<file path="src/rtl/ctrl_pkg.sv">
// Shared encodings for the RV32I control units: FSM states, opcodes
// and the datapath select codes driven by the controllers.
package ctrl_pkg;

   localparam logic [3:0] S_FETCH    = 4'd0;
   localparam logic [3:0] S_DECODE   = 4'd1;
   localparam logic [3:0] S_MEMADR   = 4'd2;
   localparam logic [3:0] S_MEMREAD  = 4'd3;
   localparam logic [3:0] S_MEMWB    = 4'd4;
   localparam logic [3:0] S_MEMWRITE = 4'd5;
   localparam logic [3:0] S_EXECR    = 4'd6;
   localparam logic [3:0] S_EXECI    = 4'd7;
   localparam logic [3:0] S_ALUWB    = 4'd8;
   localparam logic [3:0] S_BEQ      = 4'd9;
   localparam logic [3:0] S_JAL      = 4'd10;
   localparam logic [3:0] S_TRAP     = 4'd11;

   localparam logic [6:0] OP_LW   = 7'b0000011;
   localparam logic [6:0] OP_SW   = 7'b0100011;
   localparam logic [6:0] OP_R    = 7'b0110011;
   localparam logic [6:0] OP_IALU = 7'b0010011;
   localparam logic [6:0] OP_BEQ  = 7'b1100011;
   localparam logic [6:0] OP_JAL  = 7'b1101111;

   localparam logic [1:0] IMM_I = 2'b00;
   localparam logic [1:0] IMM_S = 2'b01;
   localparam logic [1:0] IMM_B = 2'b10;
   localparam logic [1:0] IMM_J = 2'b11;

   localparam logic [1:0] SRCA_PC    = 2'b00;
   localparam logic [1:0] SRCA_OLDPC = 2'b01;
   localparam logic [1:0] SRCA_RS1   = 2'b10;

   localparam logic [1:0] SRCB_RS2  = 2'b00;
   localparam logic [1:0] SRCB_IMM  = 2'b01;
   localparam logic [1:0] SRCB_FOUR = 2'b10;

   localparam logic [1:0] RES_ALUOUT = 2'b00;
   localparam logic [1:0] RES_MEM    = 2'b01;
   localparam logic [1:0] RES_ALU    = 2'b10;

   localparam logic [1:0] ALUOP_ADD   = 2'b00;
   localparam logic [1:0] ALUOP_SUB   = 2'b01;
   localparam logic [1:0] ALUOP_FUNCT = 2'b10;

endpackage

</file>
<file path="src/rtl/imm_sel_dec.sv">
// Opcode to immediate-format decoder, shared by the single-cycle
// and multicycle controllers.
module imm_sel_dec
   import ctrl_pkg::*;
(
   input  logic [6:0] op_code,
   output logic [1:0] imm_src
);

   always_comb begin
      imm_src = IMM_I;
      unique case (1'b1)
         (op_code == OP_SW):  imm_src = IMM_S;
         (op_code == OP_BEQ): imm_src = IMM_B;
         (op_code == OP_JAL): imm_src = IMM_J;
         default:             imm_src = IMM_I;
      endcase
   end

endmodule

</file>
<file path="src/rtl/multicycle_ctrl_fsm.sv">
// Multicycle RV32I main controller with retired-instruction counter.
// Define CTRL_ILLEGAL_TRAP_EN to trap on unknown opcodes.
module multicycle_ctrl_fsm
   import ctrl_pkg::*;
#(
   parameter int CNT_W = 32
) (
   input  logic             clk,
   input  logic             reset,
   input  logic [6:0]       op_code,
   input  logic             zero,
   input  logic             mem_ready,
   output logic             pc_write,
   output logic             adr_src,
   output logic             mem_write,
   output logic             ir_write,
   output logic [1:0]       result_src,
   output logic [1:0]       alu_src_a,
   output logic [1:0]       alu_src_b,
   output logic [1:0]       alu_op,
   output logic [1:0]       imm_src,
   output logic             reg_write,
`ifdef CTRL_ILLEGAL_TRAP_EN
   output logic             illegal,
`endif
   output logic [CNT_W-1:0] retire_cnt
);

   logic [3:0]       state_q, state_d;
   logic [CNT_W-1:0] cnt_q, cnt_d;
   logic [3:0]       st;
   logic             retire;

   imm_sel_dec u_imm_sel_dec (
      .op_code (op_code),
      .imm_src (imm_src)
   );

   always_comb begin
      state_d = state_q;
      unique case (state_q)
         S_FETCH:    if (mem_ready) state_d = S_DECODE;
         S_DECODE: begin
            unique case (1'b1)
               (op_code == OP_LW),
               (op_code == OP_SW):   state_d = S_MEMADR;
               (op_code == OP_R):    state_d = S_EXECR;
               (op_code == OP_IALU): state_d = S_EXECI;
               (op_code == OP_BEQ):  state_d = S_BEQ;
               (op_code == OP_JAL):  state_d = S_JAL;
`ifdef CTRL_ILLEGAL_TRAP_EN
               default:              state_d = S_TRAP;
`else
               default:              state_d = S_FETCH;
`endif
            endcase
         end
         S_MEMADR:   state_d = (op_code == OP_LW) ? S_MEMREAD
                                                  : S_MEMWRITE;
         S_MEMREAD:  if (mem_ready) state_d = S_MEMWB;
         S_MEMWB:    state_d = S_FETCH;
         S_MEMWRITE: if (mem_ready) state_d = S_FETCH;
         S_EXECR:    state_d = S_ALUWB;
         S_EXECI:    state_d = S_ALUWB;
         S_ALUWB:    state_d = S_FETCH;
         S_BEQ:      state_d = S_FETCH;
         S_JAL:      state_d = S_ALUWB;
         S_TRAP:     state_d = S_TRAP;
         default:    state_d = S_FETCH;
      endcase
   end

   // Only the final step of a completed instruction retires it.
   always_comb begin
      retire = 1'b0;
      unique case (state_q)
         S_MEMWB, S_ALUWB, S_BEQ: retire = 1'b1;
         S_MEMWRITE:              retire = mem_ready;
         default:                 retire = 1'b0;
      endcase
      cnt_d = retire ? cnt_q + CNT_W'(1) : cnt_q;
   end

   always_ff @(posedge clk) begin
      if (reset) begin
         state_q <= S_FETCH;
         cnt_q   <= '0;
      end else begin
         state_q <= state_d;
         cnt_q   <= cnt_d;
      end
   end

   assign retire_cnt = cnt_q;

   // Reset forces FETCH decode so a pending store drops immediately.
   always_comb begin
      st         = reset ? S_FETCH : state_q;
      pc_write   = 1'b0;
      adr_src    = 1'b0;
      mem_write  = 1'b0;
      ir_write   = 1'b0;
      result_src = RES_ALUOUT;
      alu_src_a  = SRCA_PC;
      alu_src_b  = SRCB_RS2;
      alu_op     = ALUOP_ADD;
      reg_write  = 1'b0;
      unique case (st)
         S_FETCH: begin
            alu_src_b  = SRCB_FOUR;
            result_src = RES_ALU;
            ir_write   = mem_ready;
            pc_write   = mem_ready;
         end
         S_DECODE: begin
            alu_src_a = SRCA_OLDPC;
            alu_src_b = SRCB_IMM;
         end
         S_MEMADR: begin
            alu_src_a = SRCA_RS1;
            alu_src_b = SRCB_IMM;
         end
         S_MEMREAD:  adr_src = 1'b1;
         S_MEMWB: begin
            result_src = RES_MEM;
            reg_write  = 1'b1;
         end
         S_MEMWRITE: begin
            adr_src   = 1'b1;
            mem_write = 1'b1;
         end
         S_EXECR: begin
            alu_src_a = SRCA_RS1;
            alu_op    = ALUOP_FUNCT;
         end
         S_EXECI: begin
            alu_src_a = SRCA_RS1;
            alu_src_b = SRCB_IMM;
            alu_op    = ALUOP_FUNCT;
         end
         S_ALUWB:    reg_write = 1'b1;
         S_BEQ: begin
            alu_src_a = SRCA_RS1;
            alu_op    = ALUOP_SUB;
            pc_write  = zero;
         end
         S_JAL: begin
            alu_src_a = SRCA_OLDPC;
            alu_src_b = SRCB_FOUR;
            pc_write  = 1'b1;
         end
         default: ;
      endcase
   end

`ifdef CTRL_ILLEGAL_TRAP_EN
   assign illegal = (st == S_TRAP);
`endif

endmodule

</file>
<file path="config.mk">
export PLATFORM = sky130hd
export DESIGN_NAME = multicycle_ctrl_fsm
export DESIGN_NICKNAME = d
export VERILOG_FILES = /design/src/rtl/ctrl_pkg.sv /design/src/rtl/imm_sel_dec.sv /design/src/rtl/multicycle_ctrl_fsm.sv
export SDC_FILE = /design/constraint.sdc
export NUM_CORES = 1
export LEC_CHECK = 0
export ABC_AREA = 1
export CAP_MARGIN = 0
export CORE_ASPECT_RATIO = 0.5
export CORE_MARGIN = 1
export CORE_UTILIZATION = 29
export DETAILED_ROUTE_END_ITERATION = 7
export GPL_ROUTABILITY_DRIVEN = 0
export GPL_TIMING_DRIVEN = 0
export MAX_ROUTING_LAYER = met4
export PLACE_DENSITY_LB_ADDON = 0.08
export SYNTH_ARGS = -nofsm -noshare
export SYNTH_HDL_FRONTEND = slang
export SYNTH_HIERARCHICAL = 1
export SYNTH_SLANG_ARGS = --single-unit
</file>
<file path="constraint.sdc">
create_clock -name clk -period 2.72 [get_ports clk]
set_input_delay 0.272 -clock clk [delete_from_list [all_inputs] [get_ports clk]]
set_output_delay 0.272 -clock clk [all_outputs]
set_load 0.01 [all_outputs]
</file>
== After elaboration in Yosys (flattened, before gate mapping) ==
Cells that the tools add are included.
Operators by class
  add/sub/neg operators: 1
  equal/unequal tests: 30
  mux-type cells: 18
  reductions and logical operators: 13
Operators by type and width (number)
  32-bit by 1-bit adder with 32-bit output (second input constant): 1
  4-bit by 3-bit == test with 1-bit output (second input constant): 8
  4-bit == test (second input constant): 7
  4-bit one-hot mux with 7 select lines: 1
  4-bit one-hot mux with 5 select lines: 1
  4-bit by 2-bit == test with 1-bit output (second input constant): 4
  4-bit two-way mux: 4
  2-bit one-hot mux with 2 select lines: 4
  7-bit by 6-bit == test with 1-bit output (second input constant): 2
  7-bit == test (second input constant): 2
  2-bit OR reduction: 6
  3-bit OR reduction: 3
  4-bit by 1-bit == test with 1-bit output (second input constant): 2
  4-bit zero test: 2
  7-bit by 2-bit == test with 1-bit output (second input constant): 1
  7-bit by 5-bit == test with 1-bit output (second input constant): 1
  2-bit != test (second input constant): 3
  2-bit one-hot mux with 3 select lines: 1
  1-bit two-way mux: 4
  4-bit OR reduction: 1
  3-bit two-way mux: 1
  1-bit one-hot mux with 3 select lines: 1
  3-bit AND reduction: 1
  1-bit one-hot mux with 2 select lines: 1
Storage, ports and cells
  register bits after elaboration: 36
  bits of input ports: 11
  output and inout port bits: 47
  word-level logic and storage cells: 64

== Depth between registers and ports, before layout ==
  word-level depth: 4
  mapped depth: 11
  mapped depth without buffers: 11

== Modules after synthesis ==
Netlist, hierarchy kept.
By module, submodules not included
  multicycle_ctrl_fsm: instances 1, cells each 397, area an instance 2346.0 um^2, sequential area each 720.7 um^2
  imm_sel_dec: instances 1, cells each 17, area an instance 68.8 um^2, sequential area each 0.0 um^2

== Least setup slack after synthesis ==
No wires, ideal clock.
  path kind: reg-to-reg
  start point: register cnt_q[0], in the netlist retire_cnt[0]
  end point: register cnt_q[16], in the netlist retire_cnt[16]
  library setup time: 116 ps
  arrival: 1430 ps
  data required time: 2604 ps
  setup slack: 1174 ps
  stages on the path, launching flop included: 11
  buffers on the path: 0
  clock period less this slack: 1546 ps
  cell sequence: dfxtp_1 > ha_1 > inv_1 > nor2_4 > nand2_1 > nor2_4 > nand2_4 > inv_2 > nand2_1 > o21ai_0 > nor2_1
Between the ends
  cells in the longest elaborated chain, start to end: 1
Ends and longest elaborated chain
  start, declared: RTL line multicycle_ctrl_fsm.sv:30  | logic [CNT_W-1:0] cnt_q, cnt_d;
  start signal, assigned: RTL line multicycle_ctrl_fsm.sv:90  | cnt_q <= cnt_d;
  32-bit by 1-bit adder with 32-bit output: RTL line multicycle_ctrl_fsm.sv:81  | cnt_d = retire ? cnt_q + CNT_W'(1) : cnt_q;
Every way passes these cells.
A chain may end at the register's enable or synchronous reset.

== Worst setup path after layout ==
  start point: input port reset
  end point: output port adr_src
Between the ends
  cells in the longest elaborated chain, start to end: 4
  elaborated cells on any way between the ends: 5
  classes of those cells: eq/ne (2); mux (2); reduce/logical (1)
Ends and longest elaborated chain
  start, declared: RTL line multicycle_ctrl_fsm.sv:9  | input logic reset,
  4-bit two-way mux (*): RTL line multicycle_ctrl_fsm.sv:98  | st = reset ? S_FETCH : state_q;
  4-bit by 3-bit == test with 1-bit output / 4-bit by 2-bit == test with 1-bit output (equally long branches): RTL line multicycle_ctrl_fsm.sv:108  | unique case (st)
  2-bit OR reduction (no source line) (*)
  1-bit two-way mux (*): RTL line multicycle_ctrl_fsm.sv:108
  end, declared: RTL line multicycle_ctrl_fsm.sv:14  | output logic adr_src,
Mark *: on every way between the ends. The rest lies on a longest branch, timed or not.

==> run summary <==
GRT
-------------------------------------------------------------------------------------
Tot GR Track Use                                                                17.4%
Initial antenna violation count                                                     0
Pin count of the biggest net entering global routing                               11
Wire length of the first global-routing pass                             11200 microns
GRT overflow                                                                        0
Via count of the first global-routing pass                                       2299

LOGIC SYNTHESIS
-------------------------------------------------------------------------------------
Number of flip-flops and latches in the synthesized netlist                        36
Top cell type's share of synthesized area                                       29.8%
Top area cells in the synthesized netlist                                sky130_fd_sc_hd__dfxtp_1 30%, sky130_fd_sc_hd__nand2_1 21%, sky130_fd_sc_hd__nor2_1 12%, sky130_fd_sc_hd__inv_1 8.1%, sky130_fd_sc_hd__nand3_1 6.6%
Post-synthesis sequential area ratio                                            29.8%
Cell area after technology mapping                                         2410 sq um
Warning count from the yosys run                                                    6
Average footprint of a synthesized cell                                    5.83 sq um
Most common cell in the netlist                                          sky130_fd_sc_hd__nand2_1
Number of flops mapped to enable cells by yosys                                     0
Synthesized net count                                                             426
Share of flip-flops with an asynchronous set or reset after synthesis              0%
Largest area contributor in the netlist                                  sky130_fd_sc_hd__dfxtp_1
Count of distinct cell types in the synthesized netlist                            30
Leading register cell type out of synthesis                              sky130_fd_sc_hd__dfxtp_1
Synthesized instance count                                                        414
Synth top cells by count                                                 132 x sky130_fd_sc_hd__nand2_1, 74 x sky130_fd_sc_hd__nor2_1, 52 x sky130_fd_sc_hd__inv_1

PWR
-------------------------------------------------------------------------------------
Highest ir drop seen on vdd                                                    220 uV
Sequential Power Share                                                          43.5%
Net Sw Frac                                                                     23.5%
Post-layout total power                                                       1230 uW
Switch Pwr                                                                     288 uW
Pleak                                                                      0.00125 uW
Clock share of power                                                            47.6%
Pwr per Cell Area                                                         376 nW/um^2
Combinational share of power                                                     8.8%
Cell internal power dissipation                                                942 uW

FLOORPLAN
-------------------------------------------------------------------------------------
Site row count                                                                     23
Die area                                                                   8720 sq um
I/O pin cnt                                                                        58
Core footprint                                                             8030 sq um
Height of the die                                                        66.5 microns
Initial core utilization                                                        30.1%
DIE WIDTH                                                                 131 microns

CLOCKING
-------------------------------------------------------------------------------------
Cts-stage hold buffer count                                                         0
Max Root-Sink Buffers                                                               2
Worst-Skew Late Latency                                                        280 ps
CTS Root Buffer Type                                                     sky130_fd_sc_hd__clkbuf_16
CTS Buf Count                                                                       5
Clk sink count                                                                     36
Max H-tree Level                                                                    2
Clock tree from TritonCTS                                                       built
Clock-pin slew of the registers on the worst-case setup and hold paths          60 ps

TIMING
-------------------------------------------------------------------------------------
Post-layout minimum cycle time                                                2500 ps
Maximum clock frequency                                                     0.400 GHz
Unrepaired setup endpoints after global routing                                 false
Setup violations, final                                                             0
Worst Clk Skew                                                                3.83 ps
Total count of max-transition violations in the final report                        0
Hold Violations, Final                                                              0
Total negative slack for setup checks                                            0 ps
Tightest Pin Transition                                                        642 ps
Fin crit share                                                                  91.8%
Slew Limit Headroom                                                             57.2%

FINAL LAYOUT
-------------------------------------------------------------------------------------
Final layout net count                                                            490
Non-filler cells, final                                                           591
Layout overhead on the synthesized area                                         35.5%
Final antenna diode count                                                           0
Share of post-route cells with drive strength above 1                           7.31%
Fill cell instance count of the final layout                                      877
Final Util                                                                      40.8%

DRT
-------------------------------------------------------------------------------------
Total Wirelength                                                         6800 microns
Number of iterations in the first detailed-routing pass                             4
Initial DRC Count                                                                 186
DRC viols                                                                           0
Via density per instance                                                         4.51
Detailed-route wire length per cell                                      11.5 microns
Number of vias in the routed layout                                              2663
Antenna viol nets, final                                                            0

RUN
-------------------------------------------------------------------------------------
Maxcap violations                                                                   0

WORST SETUP PATH
-------------------------------------------------------------------------------------
Worst path required time                                                      2450 ps
Crit path capture type                                                   primary output
Worst Path Max Fanout                                                              10
Class of the most critical setup path                                    input port to primary output
Data arrival time of the worst path                                           2230 ps
Crit path launch type                                                      input port

PLACEMENT
-------------------------------------------------------------------------------------
IO Port Bufs                                                                       57
Number of cells after detailed placement                                          583
Placed wire-length estimate after detailed placement                     5350 microns

RUN STATUS
-------------------------------------------------------------------------------------
Run status                                                                  completed

WORST HOLD PATH
-------------------------------------------------------------------------------------
Type of the worst min-delay path                                         flop to flop

## per-stage QoR
step / worst slack (ps) / hold WS [ps] / instance area (sq um)
6_report: 222 / 500 / 3270
5_1_grt: 87.5 / 537 / 3270
4_1_cts: 21.8 / 506 / 3270
3_5_place_dp: 37.6 / 497 / 3130
3_3_place_gp: -0.0553 / 499 / 3130
2_1_floorplan: 1170 / 496 / 2410
## registers in the layout (all words and copies together) (netlist names)
register and cells:
state_q 4, retire_cnt 32
## cell families (layout without fill, tap and decap cells)
logic type | Yosys count | after routing | synth area share (%)
compound gates | 35 | 35 | 7.41
fa+ha+maj | 1 | 1 | 0.518
simple gates | 273 | 273 | 49.6
xor+xnor | 6 | 6 | 2.18
flops | 36 | 36 | 29.8
buf+inv | 63 | 128 | 10.4
## path summary, 6_finish.rpt
kind                                             startpoint                          end  slack (ps)  cells past startpoint
worst max-delay path                                  reset                      adr_src         220                      5
worst min-delay path            retire_cnt[17]$_SDFFE_PP0P_  retire_cnt[17]$_SDFFE_PP0P_         500                      2
worst max register to register   retire_cnt[0]$_SDFFE_PP0P_  retire_cnt[24]$_SDFFE_PP0P_        1000                     11
worst min register to register  retire_cnt[17]$_SDFFE_PP0P_  retire_cnt[17]$_SDFFE_PP0P_         500                      2
## final cells by class
type / instances / area, sq um / share of cell area (%)
Buffer: 7 / 42.5 / 1.30
Clock buffer: 8 / 146 / 4.47
Inverter: 56 / 210 / 6.42
Multi-Input combinational cell: 315 / 1440 / 44.1
Sequential cell: 36 / 721 / 22.0
Tap cell: 112 / 140 / 4.28
Timing Repair Buffer: 57 / 571 / 17.4
## layer usage
metal / vias up / routed length, microns / global-route usage [%] / share of wire, %
li1: 1429 / - / - / -
met1: 1174 / 3720 / 24.4 / 55
met2: 52 / 2760 / 25.2 / 41
met3: 8 / 260 / 3.86 / 3.8
met4: 0 / 61 / 3.88 / 0.90
met5: - / 0 / - / 0
## worst max-delay path, cell delays in order
cell and delay, ps:
sky130_fd_sc_hd__clkdlybuf4s50_1 470, sky130_fd_sc_hd__clkbuf_1 500, sky130_fd_sc_hd__clkbuf_2 390, sky130_fd_sc_hd__a21oi_1 90, sky130_fd_sc_hd__clkdlybuf4s50_1 500
## cells in the final DEF (no fill, tap or decap), types with 2 or more instances in the layout
master,netlist,layout
sky130_fd_sc_hd__nor2_1,74,74
sky130_fd_sc_hd__a21oi_1,23,23
sky130_fd_sc_hd__nand2_2,4,4
sky130_fd_sc_hd__nor2_4,4,4
sky130_fd_sc_hd__o21ai_0,9,9
sky130_fd_sc_hd__nand2_4,2,2
sky130_fd_sc_hd__inv_2,4,4
sky130_fd_sc_hd__nand4_1,6,6
sky130_fd_sc_hd__dfxtp_1,36,36
sky130_fd_sc_hd__xnor2_1,2,2
sky130_fd_sc_hd__buf_2,3,3
sky130_fd_sc_hd__inv_1,52,52
sky130_fd_sc_hd__nor3_1,5,5
sky130_fd_sc_hd__nor2_2,5,5
sky130_fd_sc_hd__nand2_1,132,132
sky130_fd_sc_hd__nand3_1,32,32
sky130_fd_sc_hd__clkbuf_1,2,3
sky130_fd_sc_hd__clkdlybuf4s50_1,0,57
sky130_fd_sc_hd__nor3_2,2,2
sky130_fd_sc_hd__clkbuf_16,0,5
sky130_fd_sc_hd__nand3b_1,3,3
sky130_fd_sc_hd__xor2_1,4,4
## power by group through the flow
stage | combinational (uW) | clock [uW] | sequential (uW)
floorplan | 56.8 | 0 | 546
global placement | 110 | 0 | 547
detailed placement | 109 | 0 | 547
CTS | 110 | 607 | 535
global route | 121 | 629 | 536
finish | 109 | 586 | 536
## repair_timing
item,CTS,global route
endpoints found under the hold margin,0,0
buffers inserted,0,0
endpoints found under the setup margin,0,1
resized for setup,0,2
No activity file was read; power rests on OpenSTA's default activity.
